<file path="src/rtl/wvb_rd_pkg.sv">
// Shared definitions for the waveform-buffer read sequencer: FSM encoding
// and the event-length helper.
package wvb_rd_pkg;

  typedef enum logic [2:0] {
    IDLE     = 3'd0,
    HDR_REQ  = 3'd1,
    HDR_WAIT = 3'd2,
    STREAM   = 3'd3,
    FLUSH    = 3'd4
  } state_t;

  // Sample count from start to stop inclusive, modulo 2^width; range 1..2^width.
  function automatic logic [32:0] wvb_len(input logic [31:0] start,
                                          input logic [31:0] stop,
                                          input int unsigned width);
    logic [32:0] mask;
    logic [32:0] diff;
    mask = (33'd1 << width) - 33'd1;
    diff = ({1'b0, stop} - {1'b0, start}) & mask;
    return diff + 33'd1;
  endfunction

endpackage

</file>
<file path="src/rtl/wvb_rd_dly_line.sv">
// Fixed-latency shift register with synchronous clear; LAT = 0 is a
// pass-through that is still forced low while clear is asserted.
module wvb_rd_dly_line #(
  parameter int unsigned WIDTH = 1,
  parameter int unsigned LAT   = 1
) (
  input  logic             clk,
  input  logic             clr,
  input  logic [WIDTH-1:0] d,
  output logic [WIDTH-1:0] q
);

  generate
    if (LAT == 0) begin : g_pass
      assign q = clr ? '0 : d;
    end else begin : g_pipe
      logic [WIDTH-1:0] sr [LAT];

      always_ff @(posedge clk) begin
        if (clr) begin
          for (int unsigned i = 0; i < LAT; i++) sr[i] <= '0;
        end else begin
          sr[0] <= d;
          for (int unsigned i = 1; i < LAT; i++) sr[i] <= sr[i-1];
        end
      end

      assign q = sr[LAT-1];
    end
  endgenerate

endmodule

</file>
<file path="src/rtl/wvb_rd_seq.sv">
// Waveform-buffer read sequencer: pops one header, streams start..stop with
// wrap-around under backpressure, and retires the event after the RAM latency.
module wvb_rd_seq
  import wvb_rd_pkg::*;
#(
  parameter int unsigned P_ADR_WIDTH = 12,
  parameter int unsigned P_HDR_LAT   = 2,
  parameter int unsigned P_RAM_LAT   = 2
) (
  input  logic                   clk,
  input  logic                   rst,
  input  logic                   hdr_empty,
  output logic                   hdr_rdreq,
  input  logic [P_ADR_WIDTH-1:0] hdr_start_addr,
  input  logic [P_ADR_WIDTH-1:0] hdr_stop_addr,
  input  logic                   rd_en,
  input  logic                   abort,
  output logic [P_ADR_WIDTH-1:0] wvb_rd_addr,
  output logic                   rd_valid,
  output logic                   rd_last,
  output logic [P_ADR_WIDTH:0]   evt_len,
  output logic                   evt_done,
  output logic [P_ADR_WIDTH-1:0] rd_ptr,
  output logic                   busy
);

  localparam int unsigned LW = P_ADR_WIDTH + 1;

  state_t                 state, state_n;
  logic [2:0]             cnt;
  logic [P_ADR_WIDTH-1:0] addr;
  logic [P_ADR_WIDTH-1:0] stop_q;
  logic [LW-1:0]          remaining;
  logic [LW-1:0]          len_hdr;
  logic                   hdr_vld;
  logic                   issue;
  logic                   issue_last;
  logic                   flush_end;

  assign len_hdr = LW'(wvb_len(32'(hdr_start_addr), 32'(hdr_stop_addr), P_ADR_WIDTH));

  // An abort only suppresses the issue when it is not the final one.
  always_comb begin
    hdr_vld    = (state == HDR_WAIT) && (cnt == 3'(P_HDR_LAT - 1));
    issue      = (state == STREAM) && rd_en && (!abort || (remaining == LW'(1)));
    issue_last = issue && (remaining == LW'(1));
    flush_end  = (state == FLUSH) && (cnt == 3'(P_RAM_LAT));
    state_n    = state;
    case (state)
      IDLE:     if (!hdr_empty) state_n = HDR_REQ;
      HDR_REQ:  state_n = HDR_WAIT;
      HDR_WAIT: if (hdr_vld) state_n = STREAM;
      STREAM:   if (issue_last || (abort && !issue)) state_n = FLUSH;
      FLUSH:    if (flush_end) state_n = IDLE;
      default:  state_n = IDLE;
    endcase
  end

  // cnt is shared: header-latency count in HDR_WAIT, drain count in FLUSH.
  always_ff @(posedge clk) begin
    if (rst) begin
      state     <= IDLE;
      cnt       <= '0;
      addr      <= '1;
      stop_q    <= '0;
      remaining <= '0;
      evt_len   <= '0;
      rd_ptr    <= '0;
    end else begin
      state <= state_n;
      if (state_n != state)
        cnt <= '0;
      else if ((state == HDR_WAIT) || (state == FLUSH))
        cnt <= cnt + 3'd1;
      if (hdr_vld) begin
        addr      <= hdr_start_addr;
        stop_q    <= hdr_stop_addr;
        remaining <= len_hdr;
        evt_len   <= len_hdr;
      end
      if (issue) begin
        addr      <= addr + P_ADR_WIDTH'(1);
        remaining <= remaining - LW'(1);
      end
      if (flush_end)
        rd_ptr <= stop_q + P_ADR_WIDTH'(1);
    end
  end

  wvb_rd_dly_line #(
    .WIDTH (2),
    .LAT   (P_RAM_LAT)
  ) u_dly (
    .clk (clk),
    .clr (rst),
    .d   ({issue, issue_last}),
    .q   ({rd_valid, rd_last})
  );

  assign hdr_rdreq   = (state == HDR_REQ);
  assign busy        = (state != IDLE);
  assign evt_done    = flush_end;
  assign wvb_rd_addr = addr;

endmodule

</file>
<file path="config.mk">
export PLATFORM = sky130hd
export DESIGN_NAME = wvb_rd_seq
export DESIGN_NICKNAME = d
export VERILOG_FILES = /design/src/rtl/wvb_rd_pkg.sv /design/src/rtl/wvb_rd_dly_line.sv /design/src/rtl/wvb_rd_seq.sv
export SDC_FILE = /design/constraint.sdc
export NUM_CORES = 1
export LEC_CHECK = 0
export CAP_MARGIN = 0
export CORE_MARGIN = 3
export CORE_UTILIZATION = 55
export DETAILED_ROUTE_END_ITERATION = 7
export PLACE_DENSITY_LB_ADDON = 0.12
export SETUP_SLACK_MARGIN = 0.1
export SYNTH_ARGS = -nofsm -noshare
export SYNTH_HDL_FRONTEND = slang
export SYNTH_HIERARCHICAL = 1
export SYNTH_SLANG_ARGS = --single-unit
export TNS_END_PERCENT = 30
</file>
<file path="constraint.sdc">
create_clock -name clk -period 4.45 [get_ports clk]
set_clock_uncertainty 0.05 [all_clocks]
set_input_delay 0.89 -clock clk [delete_from_list [all_inputs] [get_ports clk]]
set_output_delay 0.89 -clock clk [all_outputs]
set_load 0.05 [all_outputs]
</file>
==> flow_summary_export.csv <==
group,metric,value,unit
synth,seq_area_frac_synth,33.92,%
sta,hold_viol,0,
critical_path,r2r_end,"remaining[11]",
critical_path,endpoint_kind,"flop",
critical_path,startpoint,"hdr_stop_addr[0]",
critical_path,cp.required,4630,ps
synth,ys_ff_latch,72,
final_layout,drive_gt1_share,6.734,%
clocking,hold_buffers,0,
drt,vias,4155,
pwr,power_density,307.6,mW/mm^2
drt,vias_per_cell,5.996,
clocking,cts-root-buf,"clkbuf_8",
synth,postSynth.asyncResetShare,0,%
final_layout,fillCellCount,613,
drt,wl_per_cell,16.34,um
sta,setup_viol_count_final,0,
placed_design,dp_hpwl,8.335,mm
global_route,antenna_found_initial,0,
run_status,outcome,"finished, final reports clean",
clocking,htree_levels,3,
drt,drc,0,
synth,yosysWarnings,6,
critical_path,r2r_slack,1840,ps
clocking,clk_latency,350,ps
floorplan,die_width,93.90,um
critical_path,cp.arrival,3670,ps
pwr,power_leakage,1.964,nW
global_route,grtUsageTotal,26.26,%
clocking,clk_pin_slew_worst_paths,80,ps
critical_path,path_class,"in2reg",
final_layout,final_cell_mix,"dfxtp_1 (72), clkdlybuf4s50_1 (69), nand2_1 (60)",
synth,synth_ff_type,"dfxtp_1",
floorplan,num_rows,31,
drt,first_iter_violations,276,
sta,slew_headroom,26.24,%
final_layout,n_antenna_cell,0,
floorplan,dieArea,0.008816,sq mm
sta,period_share,78.36,%
drt,final_antenna_net_count,0,
floorplan,dieHeight,93.90,um
clocking,cts.sinks,72,
sta,max_freq,0.2868,GHz
clocking,cts_made_buffers,9,
global_route,grt_first_pass_wirelength,18.41,mm
sta,finalSetupTns,0,ps
critical_path,reg2reg_depth,8,
synth,synthCells,534,
pwr,ir_drop,0.1899,mV
floorplan,io_pins,71,
placed_design,port_buffers,70,
clocking,ctsResizeCount,0,
global_route,grt_max_degree,49,
critical_path,startpoint_type,"input port",
critical_path,cp_max_fo,6,
sta,rsz0062_at_grt,"no",
final_layout,design_area,0.005220,sq mm
final_layout,final_common_cell,"dfxtp_1",
synth,yosysUniqueCellTypes,70,
floorplan,fp.coreArea,0.007370,sq mm
clocking,cts_setup_buffers,0,
synth,syn_nets,583,
sta,tightest_slew,1098,ps
flow_run,drv_cap,0,
synth,syn_avg_cell_area,7.957,sq um
placed_design,gp_congestion,0.9393,
placed_design,placed_cell_area,0.004975,sq mm
synth,synth-edff-count,0,
critical_path,endpoint,"evt_len[10]",
sta,slew_viol_final,0,
drt,drt_pass1_iterations,7,
final_layout,nets,638,
floorplan,initial_core_util,57.66,%
min_path,min_path_cells,1,
synth,syn_area,0.004249,sq mm
clocking,clk_path_buf_depth,2,
global_route,overflow,0,
critical_path,r2r_start,"remaining[8]",
clocking,cts_tree,"built",
global_route,grt_pass1_vias,3842,
final_layout,areaGrowthSynthToFinish,22.85,%
drt,wl,11.33,mm
min_path,min_path_type,"reg2reg",
sta,period_minus_slack,3487,ps
==> through the flow <==
stage,instances,worst slack (ps),power [mW],utilization [%],hold slack (ps)
floorplan,534,1312,0.8811,-,363.8
global placement,677,687.7,0.9623,67.50,374.3
detailed placement,677,662.4,0.9685,67.50,378.9
CTS,693,998.7,1.602,70.83,398.2
global route,693,735.8,1.668,70.83,413.8
finish,693,963.1,1.606,70.83,394.7
==> registers in the layout, indices dropped and copies added, names as in the netlist <==
signal           cells
wvb_rd_addr         12
cnt                  3
u_dly/g_pipe.sr      4
evt_len             13
state                3
remaining           13
stop_q              12
rd_ptr              12
==> metal layers <==
layer	GRT usage (%)	routed length, um
met1	34.00	5000
met2	43.05	5350
met3	6.090	696
met4	8.544	278
met5	0	0
==> worst max-delay path, stage by stage <==
cell and delay (ps):
clkdlybuf4s50_1 430, inv_1 70, ha_1 150, inv_1 60, fa_1 440, a21oi_1 230, o2111ai_2 190, a2111oi_4 410
nor3_1 120, nor2_2 230, nor2_1 70, a2111oi_1 370
==> where the power goes <==
part / switching (mW) / internal (mW)
combinational: 0.178 / 0.116
sequential: 0.0124 / 0.653
clock: 0.258 / 0.388
total: 0.449 / 1.16
==> cell families (layout without fill, tap and decap cells) <==
group           after synthesis  count (layout)  share of synthesized area [%]
mux                           4               4                         0.9717
xor+xnor                     26              26                          5.536
flops                        72              72                          33.92
buf+inv                      57             117                          5.536
fa+ha+maj                    20              20                          6.066
simple gates                209             209                          24.32
compound gates              146             146                          23.65
==> area by class of cell <==
class,instances,area [sq um],area share [%]
clock buffer,11,141.4,2.709
sequential,72,1441,27.61
multi-input combinational,405,2581,49.45
timing repair buffer,74,725.7,13.90
tap,99,123.9,2.373
inverter,27,102.6,1.965
clock inverter,5,103.9,1.989
==> worst min-delay path by stage <==
stage | to | from
floorplan | u_dly/g_pipe.sr[0][2] | u_dly/g_pipe.sr[0][0]
global placement | u_dly/g_pipe.sr[0][3] | u_dly/g_pipe.sr[0][1]
detailed placement | u_dly/g_pipe.sr[0][3] | u_dly/g_pipe.sr[0][1]
CTS | u_dly/g_pipe.sr[0][3] | u_dly/g_pipe.sr[0][1]
global route | u_dly/g_pipe.sr[0][3] | u_dly/g_pipe.sr[0][1]
finish | u_dly/g_pipe.sr[0][2] | u_dly/g_pipe.sr[0][0]
==> cell usage after synthesis, drive strengths merged, types with 3 or more instances <==
library cell	n	share of area, %
nand2	61	5.4
a2111oi	4	1.4
a21oi	49	6.0
inv	26	2.3
and3	10	1.5
o311ai	7	1.4
or2	6	0.94
a31oi	12	1.8
a21o	3	0.53
a211oi	15	2.8
xnor2	16	3.5
or4	3	0.53
buf	8	1.2
nand3b	3	0.53
a221oi	3	0.62
nor3	14	1.6
nor4	6	1.3
nor2	50	4.5
mux2i	3	0.71
o2111ai	4	0.97
or3	3	0.44
clkbuf	22	1.9
xor2	10	2.1
nand2b	3	0.44
nor2b	12	1.8
nand4	8	1.2
o211a	3	0.71
o21ai	19	2.2
ha	19	5.6
dfxtp	72	34
nand3	24	2.8
o21a	4	0.71
o211ai	5	0.88
No activity file was read; power rests on OpenSTA's default activity.
